## src/rtl/score_disp_pkg.sv

```systemverilog
// score_disp_pkg: shared widths, converter states and 7-segment glyphs
package score_disp_pkg;
  localparam int NUM_DIGITS = 5;
  localparam int SCORE_W = 16;
  localparam int BCD_W = 4 * NUM_DIGITS;
  typedef enum logic [1:0] {IDLE, SHIFT, DONE} state_e;
  localparam logic [6:0] SEG_0 = 7'b0111111;
  localparam logic [6:0] SEG_1 = 7'b0000110;
  localparam logic [6:0] SEG_2 = 7'b1011011;
  localparam logic [6:0] SEG_3 = 7'b1001111;
  localparam logic [6:0] SEG_4 = 7'b1100110;
  localparam logic [6:0] SEG_5 = 7'b1101101;
  localparam logic [6:0] SEG_6 = 7'b1111101;
  localparam logic [6:0] SEG_7 = 7'b0000111;
  localparam logic [6:0] SEG_8 = 7'b1111111;
  localparam logic [6:0] SEG_9 = 7'b1101111;
  function automatic logic [6:0] seg_lut(input logic [3:0] d);
    case (d)
      4'd0: return SEG_0;
      4'd1: return SEG_1;
      4'd2: return SEG_2;
      4'd3: return SEG_3;
      4'd4: return SEG_4;
      4'd5: return SEG_5;
      4'd6: return SEG_6;
      4'd7: return SEG_7;
      4'd8: return SEG_8;
      4'd9: return SEG_9;
      default: return 7'b0;
    endcase
  endfunction
endpackage

```

## src/rtl/score_bcd_conv.sv

```systemverilog
// score_bcd_conv: sequential double-dabble binary-to-BCD converter with one-deep newest-wins request buffer
module score_bcd_conv
  import score_disp_pkg::*;
(
  input  logic               clk,
  input  logic               rst,
  input  logic [SCORE_W-1:0] score,
  input  logic               score_load,
  output logic               busy,
  output logic [BCD_W-1:0]   bcd,
  output logic               bcd_valid
);
  state_e state_q, state_d;
  logic [BCD_W+SCORE_W-1:0] work_q, work_d, adj;
  logic [3:0] iter_q, iter_d;
  logic pend_q, pend_d;
  logic [SCORE_W-1:0] pend_val_q, pend_val_d;
  logic [BCD_W-1:0] bcd_q, bcd_d;
  logic valid_q, valid_d;
  // add 3 to every BCD nibble of 5 or more before the shift
  always_comb begin
    adj = work_q;
    for (int i = 0; i < NUM_DIGITS; i++)
      if (work_q[SCORE_W+4*i +: 4] >= 4'd5) adj[SCORE_W+4*i +: 4] = work_q[SCORE_W+4*i +: 4] + 4'd3;
  end
  // conversion sequencing; a load seen in DONE restarts directly so it is never dropped
  always_comb begin
    state_d = state_q;
    work_d = work_q;
    iter_d = iter_q;
    pend_d = pend_q;
    pend_val_d = pend_val_q;
    bcd_d = bcd_q;
    valid_d = 1'b0;
    case (state_q)
      IDLE: if (score_load) begin
        work_d = {BCD_W'(0), score};
        iter_d = '0;
        state_d = SHIFT;
      end
      SHIFT: begin
        work_d = {adj[BCD_W+SCORE_W-2:0], 1'b0};
        iter_d = iter_q + 4'd1;
        state_d = iter_q == 4'd15 ? DONE : SHIFT;
        if (score_load) begin
          pend_d = 1'b1;
          pend_val_d = score;
        end
      end
      DONE: begin
        bcd_d = work_q[BCD_W+SCORE_W-1:SCORE_W];
        valid_d = 1'b1;
        pend_d = 1'b0;
        work_d = {BCD_W'(0), score_load ? score : pend_val_q};
        iter_d = '0;
        state_d = (score_load || pend_q) ? SHIFT : IDLE;
      end
      default: state_d = IDLE;
    endcase
  end
  // state registers
  always_ff @(posedge clk) begin
    if (rst) begin
      state_q <= IDLE;
      work_q <= '0;
      iter_q <= '0;
      pend_q <= 1'b0;
      pend_val_q <= '0;
      bcd_q <= '0;
      valid_q <= 1'b0;
    end else begin
      state_q <= state_d;
      work_q <= work_d;
      iter_q <= iter_d;
      pend_q <= pend_d;
      pend_val_q <= pend_val_d;
      bcd_q <= bcd_d;
      valid_q <= valid_d;
    end
  end
  assign busy = state_q != IDLE;
  assign bcd = bcd_q;
  assign bcd_valid = valid_q;
endmodule

```

## src/rtl/score_display.sv

```systemverilog
// score_display: score to BCD plus 5-digit multiplexed 7-segment drive; SCORE_DISP_BLANK_EN enables leading-zero blanking
module score_display
  import score_disp_pkg::*;
#(
  parameter int REFRESH_DIV = 1024
) (
  input  logic                  clk,
  input  logic                  rst,
  input  logic [SCORE_W-1:0]    score,
  input  logic                  score_load,
  output logic                  busy,
  output logic [BCD_W-1:0]      bcd,
  output logic                  bcd_valid,
  output logic [6:0]            seg,
  output logic [NUM_DIGITS-1:0] digit_en
);
  localparam int CW = $clog2(REFRESH_DIV);
  logic [CW-1:0] ref_q, ref_d;
  logic [2:0] idx_q, idx_d;
  logic [6:0] seg_q, seg_d;
  logic [NUM_DIGITS-1:0] en_q, en_d;
  logic wrap, blank;
  logic [3:0] digit;
  score_bcd_conv u_conv (
    .clk(clk),
    .rst(rst),
    .score(score),
    .score_load(score_load),
    .busy(busy),
    .bcd(bcd),
    .bcd_valid(bcd_valid)
  );
  // refresh timing, digit rotation and glyph selection, computed for the upcoming index so seg and digit_en move together
  always_comb begin
    wrap = ref_q == CW'(REFRESH_DIV - 1);
    ref_d = wrap ? '0 : ref_q + CW'(1);
    idx_d = wrap ? (idx_q == 3'(NUM_DIGITS - 1) ? 3'd0 : idx_q + 3'd1) : idx_q;
    digit = 4'(bcd >> {idx_d, 2'b00});
`ifdef SCORE_DISP_BLANK_EN
    blank = idx_d != 3'd0 && (bcd >> {idx_d, 2'b00}) == '0;
`else
    blank = 1'b0;
`endif
    seg_d = blank ? 7'b0 : seg_lut(digit);
    en_d = NUM_DIGITS'(1) << idx_d;
  end
  // display registers
  always_ff @(posedge clk) begin
    if (rst) begin
      ref_q <= '0;
      idx_q <= '0;
      seg_q <= SEG_0;
      en_q <= NUM_DIGITS'(1);
    end else begin
      ref_q <= ref_d;
      idx_q <= idx_d;
      seg_q <= seg_d;
      en_q <= en_d;
    end
  end
  assign seg = seg_q;
  assign digit_en = en_q;
endmodule

```

## config.mk

```make
export PLATFORM = sky130hd
export DESIGN_NAME = score_display
export DESIGN_NICKNAME = d
export VERILOG_FILES = /design/src/rtl/score_disp_pkg.sv /design/src/rtl/score_bcd_conv.sv /design/src/rtl/score_display.sv
export SDC_FILE = /design/constraint.sdc
export NUM_CORES = 1
export LEC_CHECK = 0
export ABC_AREA = 1
export BUFFER_PORTS_ARGS = -buffer_cell sky130_fd_sc_hd__buf_2
export CAP_MARGIN = 20
export CORE_ASPECT_RATIO = 2
export CORE_MARGIN = 1.5
export CORE_UTILIZATION = 40
export CTS_BUF_LIST = sky130_fd_sc_hd__clkbuf_8
export DETAILED_ROUTE_END_ITERATION = 16
export HOLD_SLACK_MARGIN = 0.1
export SYNTH_ARGS = -nofsm -noshare
export SYNTH_HDL_FRONTEND = slang
export SYNTH_HIERARCHICAL = 1
export SYNTH_SLANG_ARGS = --single-unit
```

## constraint.sdc

```tcl
create_clock -name clk -period 2.53 [get_ports clk]
set_input_delay 0.1265 -clock clk [delete_from_list [all_inputs] [get_ports clk]]
set_output_delay 0.1265 -clock clk [all_outputs]
set_load 0.05 [all_outputs]
```

==> results.cfg <==
[outcome]
outcome = complete, no violations

[yosys]
synthArstFlopShare = 0
syn_area_mm2 = 0.00551
avgSynthCellArea_um2 = 7.02
ys_ff_latch = 105
synth_cell_types = 42
yosysSeqAreaShare = 0.381
synth_edf_count = 0
synth_fp_nets = 828
ys.warnings.count = 6
synth-main-ff-cell = dfxtp_1
syn_inst = 785

[sta]
finalMaxSlewViolations = 0
worst_pin_slew_ps = 650
fin_crit_sh = 0.915
timing.final.ws_setup_ps = 216
clock-skew-final_ps = 9.16
max-slew-margin-rel = 0.566
fin_crit_ps = 2310
hold_viol_final = 0
setup_violations = 0
tns_ps = 0
fmax_mhz = 432

[die]
die_y_um = 169
dieWidth_um = 86.0
rows = 60
ios = 53
core-area_mm2 = 0.0134
initial_core_util = 0.410
dieArea_mm2 = 0.0145

[routing]
wl_per_cell_um = 12.9
vias = 4949
totalWireLength_um = 13000
first_pass_iters = 4
ant_nets = 0
viasPerCell = 4.92
drc = 0
drt_iter0_drc = 223

[clocking]
cts_htree_levels = 3
cts_root_buf = clkbuf_8
clkTransAtPathRegs_ps = 100
clk_latency_ps = 380
cts_tree = done
cts.sink_count = 105
cts_buffers = 9
clock_path_buffers = 2

[setup_path]
start_kind = flop
path_delay_family = simple AND/OR/NAND/NOR gates
slowest_delay_ps = 350
cp-startpoint = ref_q[0]$_SDFF_PP0_
cp.required_ps = 2810
end_kind = flop
cp_slowest_cell = dfxtp_2
r2r_slack_ps = 220
crit_chain = ha_1 -> nand2_2 -> nor2_4 -> nand3_4 -> inv_4 -> o21ai_2 -> o21ai_4 -> inv_2 -> nand2_1 -> a21boi_4 -> inv_2 -> ha_1 -> nor2_1 -> nor2_1 -> o21ai_1 -> nand2_1
regToRegStartpoint = ref_q[0]$_SDFF_PP0_
crit_fanout = 7
crit_buf_inv = 3
critPathKind = flop to flop
worstPathArrival_ps = 2590

[power]
max-vdd-ir-drop_uv = 292
p_leak_nw = 3.01
powerDensity_mw_per_mm2 = 512

[placement]
place_congestion = 0.897
post-place-ws_ps = 148
io_buffers = 52
hpwlAfterDp_um = 9220

[cells_and_area]
drive_gt1_frac = 0.159
final_common_cell = nand2_1
layout_common_cells = 189 x nand2_1, 103 x inv_1, 102 x dfxtp_1, 69 x nor2_1, 68 x o21ai_0
antenna_cells = 0
syn_to_final_growth_pct = 14.3
final_nets = 889

[global_route]
grt_max_degree = 51
gr-total-overflow = 0
track_usage = 0.189
grt_pass1_vias = 4798
grt_pass1_wl_um = 21900
antenna_found_initial = 0

[hold_path]
worstHoldStart = rst
hold_path_class = input pin to flop

[flow_run]
drv_cap = 0
-- Yosys cell counts (6+ instances only) --
master | instances | area share
a21oi_1 | 59 | 0.054
a21oi_2 | 6 | 0.0095
buf_2 | 6 | 0.0054
clkbuf_1 | 11 | 0.0075
dfxtp_1 | 105 | 0.38
ha_1 | 24 | 0.054
inv_1 | 103 | 0.070
nand2_1 | 193 | 0.13
nand2_2 | 8 | 0.0091
nand3_1 | 52 | 0.047
nand3_2 | 8 | 0.015
nand4_1 | 7 | 0.0079
nor2_1 | 69 | 0.047
o21ai_0 | 68 | 0.062
o21ai_1 | 14 | 0.013
-- where the power goes --
part           switching (mW)  internal (mW)  total, mW
clock                   0.584          0.509       1.09
combinational           0.255          0.131      0.386
sequential             0.0281           1.72       1.75
total                   0.867           2.36       3.23
-- final cells by class --
cell class	instances	area (µm²)
fill	1421	7130
clock buffer	11	151
multi-input combinational	539	2850
sequential	105	2110
inverter	111	425
clock inverter	5	53.8
tap	155	194
timing repair buffer	80	523
-- stage by stage --
step | util | instances | cell area, µm² | total power, mW | hold WS, ps
floorplan | - | 785 | 5510 | 2.08 | 320
global placement | 0.435 | 968 | 5850 | 2.16 | 431
detailed placement | 0.435 | 968 | 5850 | 2.16 | 440
CTS | 0.462 | 1000 | 6210 | 3.27 | 121
global route | 0.469 | 1006 | 6300 | 3.39 | 134
finish | 0.469 | 1006 | 6300 | 3.23 | 127
-- cells by family (layout without fill, tap and decap cells) --
family / count (synthesis) / in the layout / share of synthesized area
and+or+nand+nor: 357 / 357 / 0.298
AOI/OAI and AO/OA: 153 / 153 / 0.149
buffers and inverters: 141 / 207 / 0.109
DFF: 105 / 105 / 0.381
adders and majority gates: 24 / 24 / 0.0545
xor gates and xnor gates: 5 / 5 / 0.00794
-- routing by layer --
metal	up-vias	track usage	part of all wire
li1	2612	-	-
met1	2224	0.187	0.38
met2	86	0.367	0.55
met3	27	0.0244	0.028
met4	0	0.0996	0.036
met5	-	0	0
-- path summary, 6_finish.rpt --
path                               endpoint  cells after the start
max                       seg[4]$_SDFF_PP1_                     16
min          u_conv/work_q[29]$_SDFFE_PP0P_                      2
max reg2reg               seg[4]$_SDFF_PP1_                     16
min reg2reg             ref_q[0]$_SDFF_PP0_                      1
-- flip-flops by register name, indices dropped and copies added, names as in the netlist --
name / cells
u_conv/work_q: 36
u_conv/bcd: 20
u_conv/pend_val_q: 16
ref_q: 10
seg: 7
digit_en: 5
u_conv/iter_q: 4
idx_q: 3
u_conv/state_q: 2
u_conv/bcd_valid: 1
u_conv/pend_q: 1
-- timing repair --
action / 4_1_cts / 5_1_grt
gates resized for setup: 0 / 13
setup buffers: 0 / 6
hold buffers: 16 / 0
setup endpoints to repair: 0 / 4
endpoints found under the hold margin: 20 / 0
(Power assumes the default switching activity.)
